===== src/rtl/fetch_unit.sv =====
// Single-issue instruction fetch: one-entry buffer between instruction memory and decoder,
// with redirect squash and a halt opcode that stops fetching until reset.
module fetch_unit #(
  parameter logic [31:0] RESET_PC = 32'h0000_0000
) (
  input  logic        clk,
  input  logic        reset,
  output logic        imem_req,
  output logic [31:0] imem_addr,
  input  logic        imem_ack,
  input  logic [31:0] imem_rdata,
  output logic        inst_valid,
  output logic [31:0] inst_out,
  output logic [31:0] inst_pc,
  input  logic        inst_ready,
  input  logic        redirect,
  input  logic [31:0] redirect_pc,
  output logic        halted,
  output logic [31:0] fetch_count
);

  typedef enum logic [1:0] {IDLE, RUN, HALT} state_t;
  localparam logic [6:0] HALT_OP = 7'b111_1111;

  state_t      state, state_nxt;
  logic [31:0] pc;
  logic        xfer, fill, buf_halt;

  assign buf_halt  = inst_valid && (inst_out[6:0] == HALT_OP);
  assign xfer      = (state == RUN) && inst_valid && inst_ready && !redirect;
  assign fill      = imem_req && imem_ack;
  assign imem_addr = pc;

  always_ff @(posedge clk or posedge reset)
    if (reset) state <= IDLE;
    else       state <= state_nxt;

  always_comb begin
    state_nxt = state;
    case (state)
      IDLE:    state_nxt = RUN;
      RUN:     if (xfer && buf_halt) state_nxt = HALT;
      default: state_nxt = HALT;
    endcase
  end

  // A buffered halt never lets the next word be requested, consumed or not.
  always_comb begin
    imem_req = 1'b0;
    halted   = 1'b0;
    case (state)
      RUN:     imem_req = (!inst_valid || xfer) && !redirect && !buf_halt;
      HALT:    halted   = 1'b1;
      default: ;
    endcase
  end

  always_ff @(posedge clk or posedge reset)
    if (reset) begin
      pc          <= RESET_PC;
      inst_valid  <= 1'b0;
      inst_out    <= '0;
      inst_pc     <= '0;
      fetch_count <= '0;
    end else if (state == RUN) begin
      if (redirect) begin
        pc         <= redirect_pc & ~32'h3;
        inst_valid <= 1'b0;
      end else begin
        if (fill) begin
          inst_out   <= imem_rdata;
          inst_pc    <= pc;
          inst_valid <= 1'b1;
          pc         <= pc + 32'd4;
        end else if (xfer) begin
          inst_valid <= 1'b0;
        end
        if (xfer) fetch_count <= fetch_count + 32'd1;
      end
    end

endmodule


===== config.mk =====
export PLATFORM = sky130hd
export DESIGN_NAME = fetch_unit
export DESIGN_NICKNAME = d
export VERILOG_FILES = /design/src/rtl/fetch_unit.sv
export SDC_FILE = /design/constraint.sdc
export NUM_CORES = 1
export LEC_CHECK = 0
export CORE_MARGIN = 2
export CORE_UTILIZATION = 46
export CTS_CLUSTER_SIZE = 28
export DETAILED_ROUTE_END_ITERATION = 6
export PLACE_DENSITY_LB_ADDON = 0.15
export SLEW_MARGIN = 20
export SYNTH_ARGS = -nofsm -noshare
export SYNTH_HDL_FRONTEND = slang
export SYNTH_SLANG_ARGS = --single-unit

===== constraint.sdc =====
create_clock -name clk -period 6.7 [get_ports clk]
set_clock_uncertainty 0.05 [all_clocks]
set_input_delay 2.01 -clock clk [delete_from_list [all_inputs] [get_ports clk]]
set_output_delay 2.01 -clock clk [all_outputs]
set_load 0.03 [all_outputs]

After elaboration in Yosys (flattened, before gate mapping) --
Cells that the tools add are included.
Storage, ports and cells: bits in registers 131, logic and storage cells 41
Cells by class: $add $sub $neg 2, eq/ne operators 4, multiplexer cells 9, bitwise gates (word level) 1, reduce and logical (&&, ||, !) cells 19
Operators with widths (number):
- $mux 32 | 2
- $add 32x1->32 const B | 1
- $add 32x3->32 const B | 1
- $logic_and 1x1->1 | 8
- $eq 7x7->1 const B | 1
- $reduce_and 3->1 | 2
- $mux 1 | 5
- $pmux 2 s2 | 1
- $reduce_and 2->1 | 2
- $logic_not 1->1 | 3
- $reduce_bool 3->1 | 1
- $eq 2x1->1 const B | 1
- $eq 2x2->1 const B | 1
- $logic_not 2->1 | 1
- $mux 2 | 1
- $ne 2x2->1 const B | 1
- $reduce_bool 2->1 | 1
- $logic_or 1x1->1 | 1
- $not 1->1 | 1

Depth between registers and ports, before layout --
Gate-level depths: netlist (run 1).
word-level depth 11, gate-level depth with buffers 7, mapped depth without buffers 6

Worst setup path before layout (run 1) --
Ideal clock, no wire load.
path kind input to output, start point input port redirect, end point output port imem_req, data arrival time 2.657 ns, setup slack 1.983 ns, stages 2, buffers on the path 0, cell sequence nor3b_1 -> o211a_1
Between the ends: word-level cells in the longest chain between the ends 6
Ends and longest elaborated chain:
- start: declaration | RTL line 16 | input logic redirect,
- $logic_not 1->1 (*) | RTL line 30, 52
- $logic_and 1x1->1 | RTL line 30 | assign xfer = (state == RUN) && inst_valid && inst_ready && !redirect;
- $logic_or 1x1->1 | RTL line 52 | RUN: imem_req = (!inst_valid || xfer) && !redirect && !buf_halt;
- $logic_and 1x1->1 (*) (2 in a row) | RTL line 52
- $mux 1 (*) | RTL line 51 | case (state)
- end: declaration | RTL line 8 | output logic imem_req,
Every way passes the cells marked *; elsewhere a longest branch is shown, timed or not.

Worst setup path after layout (run 1) --
Same ends and word-level chain as after synthesis.

==> impl_metrics.csv, run 1 <==
group,metric,value,unit
pwr,comb_power_share,29.0,%
detailed_routing,postRouteAntennaNets,0,
final_layout,final_area,0.00857,mm²
logic_synthesis,avgSynthCellArea,11.1,µm²
worst_setup_path,path_class,"input pin to output port",
clocking,clkSinkCount,127,
worst_setup_path,worstPathRequired,4.64,ns
pwr,pwr-share-clk,32.9,%
worst_setup_path,cp_max_fo,3,
placed_design,hpwl,11100,µm
logic_synthesis,ys_seq_area_share,53.4,%
pwr,swShare,32.8,%
sta,fin_tns_setup,0,ns
clocking,cts-buffers-inserted,17,
logic_synthesis,synth_simple_gate_area_share,15.5,%
flow_run,max_cap_violations,0,
placed_design,placed_area,0.00802,mm²
logic_synthesis,ys_ff_latch,127,
logic_synthesis,muxShareOfSynthArea,11.1,%
worst_setup_path,path_cells,"clkdlybuf4s50_1, nor3b_1, o211a_1, buf_12",
worst_setup_path,critical_path.slowest_cell,"clkdlybuf4s50_1",
pwr,leakagePower,3.50,nW
die,coreArea,0.0126,mm²
pwr,irDropWorstVdd,0.162,mV
sta,fmax,186,MHz
clocking,clk_latency,0.42,ns
pwr,p_total,0.00259,W
die,die_w,118,µm
die,initial_utilization,47.2,%
run_status,status,"finished, final reports clean",
grt,grt_overflow_total,0,
final_layout,antenna_cells,0,
final_layout,area_delta_synth_final,44.0,%
sta,finalHoldViolations,0,
detailed_routing,vias_per_cell,5.54,
die,ios,200,
clocking,ctsResizeCount,0,
hold_path,min_delay_path_depth,2,
hold_path,hold_class,"register to register",
logic_synthesis,synth_edf_count,0,
hold_path,min_from,"inst_pc[6]",
die,die_h,118,µm
logic_synthesis,async_flop_share,100,%
sta,setup_viol,0,
logic_synthesis,synth_compound_area_share,11.7,%
placed_design,port_buffers,193,
sta,layout_setup_ws,1.33,ns
worst_setup_path,worst_ep_arrival_time,3.31,ns
detailed_routing,wire_per_inst,17.6,µm
clocking,h-tree-depth,4,
pwr,power.density,302,mW/mm²
hold_path,worstHoldEndpoint,"inst_pc[6]",
sta,layout_min_cycle_time,5.37,ns
worst_setup_path,regToRegStartpoint,"inst_valid",
worst_setup_path,endpoint_kind,"output port",
detailed_routing,vias,5037,
clocking,cts_hold_buf,0,
sta,rsz0062_at_grt,"no",
sta,final_max_slew_viol_count,0,
clocking,root_buffer,"clkbuf_16",
grt,grt_pass1_wl,25700,µm
clocking,postCtsSetupRepairBufs,0,
grt,grt_max_degree,87,
worst_setup_path,rrSetupSlack,4.03,ns
final_layout,nets,795,
grt,grt_pass1_vias,5016,
logic_synthesis,synth-adder-area-share,0.420,%
logic_synthesis,synth_xor_area_share,4.56,%
clocking,clk_pin_slew,0.05,ns
worst_setup_path,r2r_end,"inst_out[13]",
final_layout,multiInputGateArea,0.00259,mm²
detailed_routing,routed_wl,16000,µm
sta,tightest_slew,0.959,ns
grt,grtUsageTotal,23.2,%
worst_setup_path,crit_path_start_kind,"input pin",
grt,antenna_found_initial,0,
logic_synthesis,ys_warn_count,0,
clocking,cts_tree,"yes",
pwr,power.share.sequential,38.1,%
final_layout,final_util,67.9,%
worst_setup_path,slowest_delay,0.44,ns
die,fp-row-count,41,
clocking,clockBufferDepth,2,
pwr,power_switching,0.000848,W
detailed_routing,dr.pass1.iters,7,
logic_synthesis,synth_top_family_by_area,"simple AND/OR/NAND/NOR gates",
logic_synthesis,synth_cell_types,57,
placed_design,place_ws,1.35,ns
worst_setup_path,reg2reg_depth,5,
die,dieArea,0.0139,mm²
pwr,internal-power,0.00174,W
logic_synthesis,netlist_instances,538,
logic_synthesis,syn_area,0.00595,mm²
detailed_routing,drt_iter0_drc,374,
logic_synthesis,synth-main-ff-cell,"dfrtp_1",
sta,period_share,80.2,%
sta,slew_headroom,36.0,%
final_layout,regArea,0.00318,mm²
detailed_routing,drcViolationCount,0,
final_layout,drive_gt1_share,14.1,%
placed_design,routabilityCongestion,0.834,
final_layout,fillerInstances,1039,
[registers in the layout, summed over array words and instances (netlist names)]
signal / flops
fetch_count: 32
inst_out: 32
state: 2
inst_pc: 30
imem_addr: 30
inst_valid: 1
[cells by family after synthesis]
kind of cell,after synthesis
simple gates,164
flops,127
compound gates,108
mux,59
buf+inv,46
xor+xnor,31
fa+ha+maj,2
other cells,1
[cell usage after synthesis (all sizes together), types with 9 or more instances]
cell	instances	share of area, %
nand2	38	2.4
dfrtp	127	53
nand3	22	1.8
clkbuf	20	1.3
and4	9	1.3
nor2	16	1.0
nand4	20	2.4
buf	15	1.3
xnor2	24	3.5
a21oi	27	2.3
and3	13	1.4
mux2	56	11
o21ai	37	3.1
nor4	14	1.7
inv	11	0.69
[worst max-delay path: cells and delay by family]
family                 cells  cell delay (ns)
AO/OA/AOI/OAI              1             0.32
buffers and inverters      2             0.58
AND/OR/NAND/NOR            1             0.40
[placed cells by master, fill, tap and decap left out, types with 3 or more instances in the layout]
master             n
clkdlybuf4s50_1  192
dfrtp_1          127
mux2_2            56
nand2_1           37
o21ai_0           36
a21oi_1           27
xnor2_1           24
nand3_1           22
nand4_1           19
clkbuf_16         17
nor2_1            16
nor4_1            13
and3_1            13
inv_1             10
and4_1             9
nor3_1             8
xor2_1             7
buf_4              6
or3_1              5
o2bb2ai_1          5
nor2b_1            4
a31oi_1            4
conb_1             4
clkinvlp_4         4
clkinv_2           4
o211ai_1           3
or2_2              3
a211oi_1           3
and2_1             3
a21o_1             3
mux2i_1            3
a32oi_1            3
a2bb2oi_1          3
o22a_1             3
clkbuf_1           3
[power groups by stage]
stage | sequential [W] | combinational, W | clock, W
floorplan | 0.00120 | 0.000203 | 0
global placement | 0.000988 | 0.000743 | 0
detailed placement | 0.000997 | 0.000752 | 0
CTS | 0.000985 | 0.000755 | 0.000868
global route | 0.00100 | 0.000791 | 0.000907
finish | 0.000985 | 0.000750 | 0.000852
[how the worst max path moves through the flow]
stage | endpoint | slack (ns) | from
after floorplan | fetch_count[0] | 1.26 | reset
after global placement | imem_req | 1.36 | redirect
after detailed placement | imem_req | 1.35 | redirect
after CTS | imem_req | 1.33 | redirect
after global routing | imem_req | 1.25 | redirect
final | imem_req | 1.33 | redirect
[routing by layer]
metal / vias to the layer above / routed length (µm) / track usage, % / part of all wire, %
met5: - / 0 / 0 / 0
met4: 0 / 278 / 8.58 / 1.7
met3: 25 / 1030 / 5.77 / 6.4
met2: 220 / 7640 / 37.3 / 48
met1: 2452 / 7030 / 30.5 / 44
li1: 2340 / - / - / -
[through the flow]
step                      hold slack [ns]  cells
after floorplan                     0.459    541
after global placement              0.414    877
after detailed placement            0.419    877
after CTS                           0.429    909
after global routing                0.455    909
final                               0.427    909
[area by class of cell]
type / count / area share, %
clock buffer: 22 / 5.42
clock inverter: 10 / 1.04
inverter: 11 / 0.540
multi-input combinational: 368 / 30.2
sequential: 127 / 37.1
tap: 172 / 2.51
timing repair buffer: 199 / 23.2
(Power assumes the default switching activity.)
==> inputs of run 2 (changes only) <==
Clock period 6.7 ns to 5.5 ns, I/O delays scaled along.
==> run 2 against run 1 <==
Compared with the run above:
- sequential share of layout area down 0.19 points
- register-to-register slack worse by 0.99 ns
- power up 24%
- routed wire length down 0.94%
- count of clock-buffer cells in the layout down 3
- first-iteration DRC count down 17%
- critical endpoint unchanged
- largest cell class unchanged
- largest power group unchanged
==> impl_metrics.csv, run 2 (synthesis results as in run 1) <==
group,metric,value,unit
sta,final_max_slew_viol_count,0,
final_layout,final_cell_mix,"192 x clkdlybuf4s50_1, 127 x dfrtp_1, 56 x mux2_2",
clocking,clockBufferDepth,2,
sta,period_share,85.2,%
worst_setup_path,endpoint_kind,"output port",
final_layout,fillerInstances,982,
hold_path,hold_class,"register to register",
final_layout,multiInputGateArea,0.00259,mm²
clocking,h-tree-depth,4,
clocking,cts_tree,"yes",
die,ios,200,
pwr,internal-power,0.00216,W
final_layout,drive_gt1_share,14.6,%
detailed_routing,drcViolationCount,0,
pwr,power.share.sequential,37.5,%
pwr,swShare,32.5,%
sta,fmax,213,MHz
die,fp-row-count,41,
worst_setup_path,path_class,"input pin to output port",
pwr,pwr-share-clk,33.9,%
die,dieArea,0.0139,mm²
sta,finalHoldViolations,0,
pwr,leakagePower,3.53,nW
clocking,cts-buffers-inserted,17,
clocking,postCtsSetupRepairBufs,0,
sta,layout_min_cycle_time,4.69,ns
detailed_routing,wire_per_inst,17.4,µm
flow_run,max_cap_violations,0,
grt,grtUsageTotal,23.4,%
pwr,power_switching,0.00104,W
clocking,clk_pin_slew,0.05,ns
final_layout,final_common_cell,"clkdlybuf4s50_1",
clocking,clkSinkCount,127,
detailed_routing,dr.pass1.iters,6,
clocking,clk_latency,0.42,ns
detailed_routing,vias,4986,
final_layout,area_delta_synth_final,44.8,%
grt,antenna_found_initial,0,
placed_design,place_ws,0.859,ns
die,die_w,118,µm
grt,grt_overflow_total,0,
sta,tightest_slew,0.792,ns
grt,grt_pass1_vias,5030,
placed_design,hpwl,11200,µm
worst_setup_path,path_cells,"clkdlybuf4s50_1, nor3b_1, o211a_1, buf_12",
worst_setup_path,crit_path_start_kind,"input pin",
sta,setup_viol,0,
final_layout,regArea,0.00318,mm²
die,coreArea,0.0126,mm²
detailed_routing,routed_wl,15800,µm
worst_setup_path,critical_path.slowest_cell,"clkdlybuf4s50_1",
sta,layout_setup_ws,0.812,ns
worst_setup_path,slowest_delay,0.44,ns
sta,slew_headroom,46.9,%
pwr,irDropWorstVdd,0.201,mV
placed_design,routabilityCongestion,0.845,
worst_setup_path,cp_max_fo,3,
run_status,status,"finished, final reports clean",
final_layout,antenna_cells,0,
detailed_routing,vias_per_cell,5.48,
clocking,ctsResizeCount,0,
clocking,cts_hold_buf,0,
pwr,comb_power_share,28.6,%
grt,grt_max_degree,61,
grt,grt_pass1_wl,25900,µm
sta,fin_tns_setup,0,ns
detailed_routing,postRouteAntennaNets,0,
sta,rsz0062_at_grt,"no",
final_layout,nets,797,
worst_setup_path,worstPathRequired,3.80,ns
detailed_routing,drt_iter0_drc,311,
pwr,power.density,371,mW/mm²
final_layout,largestRegisters,"fetch_count x32, inst_out x32",
placed_design,port_buffers,193,
clocking,root_buffer,"clkbuf_16",
die,die_h,118,µm
worst_setup_path,worst_ep_arrival_time,2.99,ns
die,initial_utilization,47.2,%
run 2: worst max-delay path: cells and delay by family:
family                 cells  cell delay (ns)
and+or+nand+nor            1             0.42
buffers and inverters      2             0.59
AOI/OAI and AO/OA          1             0.33
run 2: path summary, 6_finish.rpt:
check / slack, ns / end / depth (start not counted) / startpoint
max: 0.81 / imem_req / 4 / redirect
min: 0.42 / fetch_count[31] / 1 / fetch_count[31]
max reg2reg: 3.04 / imem_addr[28] / 5 / imem_addr[10]
min reg2reg: 0.42 / fetch_count[31] / 1 / fetch_count[31]
min in group asynchronous: 1.66 / fetch_count[14] / 2 / reset
max in group asynchronous: 2.79 / inst_out[27] / 3 / reset
run 2: area by class of cell:
type | instances | share of cell area [%]
inverters | 11 | 0.508
repair buffers | 201 | 23.4
clock inverters | 12 | 1.38
well taps | 172 | 2.50
flip-flops and latches | 127 | 36.9
clock buffers | 19 | 5.26
multi-input cells | 368 | 30.1
run 2: power groups by stage:
stage / Clock [W] / Sequential [W] / Combinational, W
finish: 0.00109 / 0.00120 / 0.000915
global route: 0.00115 / 0.00122 / 0.000965
CTS: 0.00110 / 0.00120 / 0.000924
detailed placement: 0 / 0.00121 / 0.000919
global placement: 0 / 0.00121 / 0.000906
floorplan: 0 / 0.00146 / 0.000248
run 2: metrics by stage:
stage	hold slack (ns)	area (µm²)	std cells	total power (W)	util (%)
2_1_floorplan	0.459	5960	541	0.00171	-
3_3_place_gp	0.413	8040	879	0.00211	63.7
3_5_place_dp	0.417	8040	879	0.00213	63.7
4_1_cts	0.424	8620	910	0.00323	68.3
5_1_grt	0.434	8620	910	0.00334	68.3
6_report	0.419	8620	910	0.00320	68.3
run 2: per-layer routing:
layer | global-route usage, % | part of all wire [%] | wire [µm]
met5 | 0 | 0 | 0
met4 | 9.11 | 1.5 | 235
met3 | 6.06 | 6.0 | 947
met2 | 37.3 | 49 | 7740
met1 | 30.8 | 44 | 6900
==> inputs of run 3 (changes only) <==
Settings changed: PLACE_DENSITY from default to 0.79, PLACE_DENSITY_LB_ADDON 0.15 to default.
==> run 3 against run 2 <==
Compared with the run above:
- power is 1.2% higher
- hold slack improved by 0.0083 ns
- cell count decreased by 0.22%
- sequential power about the same
- design area hardly changed
- sequential share of layout area about the same
- clock power hardly changed
- register-to-register slack lost 0.07 ns
==> impl_metrics.csv, run 3 (synthesis results as in run 1) <==
group,metric,value,unit
clocking,clkSinkCount,127,
worst_setup_path,crit_path_start_kind,"input pin",
detailed_routing,wire_per_inst,17.8,µm
final_layout,drive_gt1_share,14.3,%
hold_path,worstHoldEndpoint,"inst_pc[6]",
clocking,clockBufferDepth,2,
detailed_routing,postRouteAntennaNets,0,
grt,grt_pass1_vias,5168,
worst_setup_path,worstPathRequired,3.80,ns
final_layout,antenna_cells,0,
sta,final_max_slew_viol_count,0,
clocking,h-tree-depth,4,
clocking,cts_hold_buf,0,
final_layout,regArea,0.00318,mm²
hold_path,hold_class,"register to register",
worst_setup_path,critPathBufInv,2,
final_layout,nets,795,
pwr,irDropWorstVdd,0.178,mV
sta,layout_min_cycle_time,4.72,ns
clocking,clk_latency,0.41,ns
die,coreArea,0.0126,mm²
sta,tightest_slew,0.965,ns
worst_setup_path,path_class,"input pin to output port",
detailed_routing,vias_per_cell,5.55,
flow_run,max_cap_violations,0,
worst_setup_path,endpoint_kind,"output port",
placed_design,dpl.cell_count,877,
run_status,status,"finished, final reports clean",
detailed_routing,drt_iter0_drc,262,
clocking,root_buffer,"clkbuf_16",
placed_design,routabilityCongestion,0.846,
clocking,clk_pin_slew,0.06,ns
die,dieArea,0.0139,mm²
hold_path,min_delay_path_depth,2,
grt,grt_max_degree,112,
final_layout,area_delta_synth_final,44.8,%
worst_setup_path,critical_path.slowest_cell,"nor3b_1",
grt,grt_overflow_total,0,
detailed_routing,routed_wl,16200,µm
die,die_w,118,µm
worst_setup_path,rrSetupSlack,2.97,ns
clocking,cts_tree,"yes",
final_layout,fin_cells,908,
die,ios,200,
final_layout,final_common_cell,"clkdlybuf4s50_1",
worst_setup_path,regToRegStartpoint,"imem_addr[10]",
die,die_h,118,µm
worst_setup_path,slowest_delay,0.44,ns
sta,slew_headroom,35.6,%
final_layout,final_area,0.00862,mm²
clocking,cts-buffers-inserted,17,
worst_setup_path,reg2reg_depth,5,
final_layout,multiInputGateArea,0.00260,mm²
final_layout,fillerInstances,992,
pwr,leakagePower,3.52,nW
detailed_routing,drcViolationCount,0,
placed_design,port_buffers,193,
sta,rsz0062_at_grt,"no",
worst_setup_path,path_delay_family,"buffers and inverters",
worst_setup_path,r2r_end,"imem_addr[26]",
worst_setup_path,worst_ep_arrival_time,3.02,ns
clocking,ctsResizeCount,0,
grt,grt_pass1_wl,26600,µm
final_layout,largestRegisters,"fetch_count x32, inst_out x32",
detailed_routing,vias,5040,
final_layout,final_util,68.3,%
worst_setup_path,path_cells,"clkdlybuf4s50_1, nor3b_1, o211a_1, buf_12",
sta,fin_tns_setup,0,ns
sta,setup_viol,0,
sta,finalHoldViolations,0,
clocking,postCtsSetupRepairBufs,0,
placed_design,hpwl,11300,µm
worst_setup_path,cp_max_fo,3,
detailed_routing,dr.pass1.iters,5,
die,initial_utilization,47.2,%
final_layout,final_cell_mix,"192 x clkdlybuf4s50_1, 127 x dfrtp_1, 56 x mux2_2",
grt,grtUsageTotal,24.1,%
pwr,power.density,376,mW/mm²
placed_design,placed_area,0.00802,mm²
grt,antenna_found_initial,0,
hold_path,min_from,"inst_pc[6]",
sta,fmax,212,MHz
sta,period_share,85.8,%
die,fp-row-count,41,
-- run 3: cell type report --
| class | count | share of cell area (%) |
|---|---|---|
| clock buffer | 20 | 5.30 |
| clock inverter | 11 | 1.63 |
| inverter | 11 | 0.537 |
| multi-input combinational | 368 | 30.1 |
| sequential | 127 | 36.9 |
| tap | 172 | 2.50 |
| timing repair buffer | 199 | 23.0 |
-- run 3: metrics by stage --
stage	total power [W]	worst slack, ns	hold WS [ns]
2_1_floorplan	0.00171	0.416	0.459
3_3_place_gp	0.00211	0.840	0.413
3_5_place_dp	0.00214	0.813	0.419
4_1_cts	0.00326	0.791	0.432
5_1_grt	0.00337	0.680	0.459
6_report	0.00324	0.782	0.427
-- run 3: metal layers --
metal,vias to the layer above,track usage (%),part of all wire [%]
met1,2449,29.6,41
met5,-,0,0
met2,205,39.5,49
met3,37,6.10,6.3
met4,0,12.3,3.4
li1,2349,-,-
-- run 3: worst min-delay path: stages (launching register included) --
cell and delay (ns):
dfrtp_1 0.34, nand2_1 0.05, o21ai_0 0.06
-- run 3: how the worst max path moves through the flow --
stage	endpoint	from	slack [ns]	cells after the start
global placement	imem_req	redirect	0.84	4
floorplan	fetch_count[0]	reset	0.42	1
detailed placement	imem_req	redirect	0.81	4
CTS	imem_req	redirect	0.79	4
global route	imem_req	redirect	0.68	4
finish	imem_req	redirect	0.78	4
-- run 3: power breakdown --
| group | total [W] | leakage (nW) | switching (W) | internal (W) |
|---|---|---|---|---|
| logic | 0.000915 | 1.69 | 0.000511 | 0.000404 |
| clock network | 0.00112 | 0.284 | 0.000393 | 0.000729 |
| registers | 0.00120 | 1.55 | 0.000129 | 0.00107 |
| total | 0.00324 | 3.52 | 0.00103 | 0.00221 |
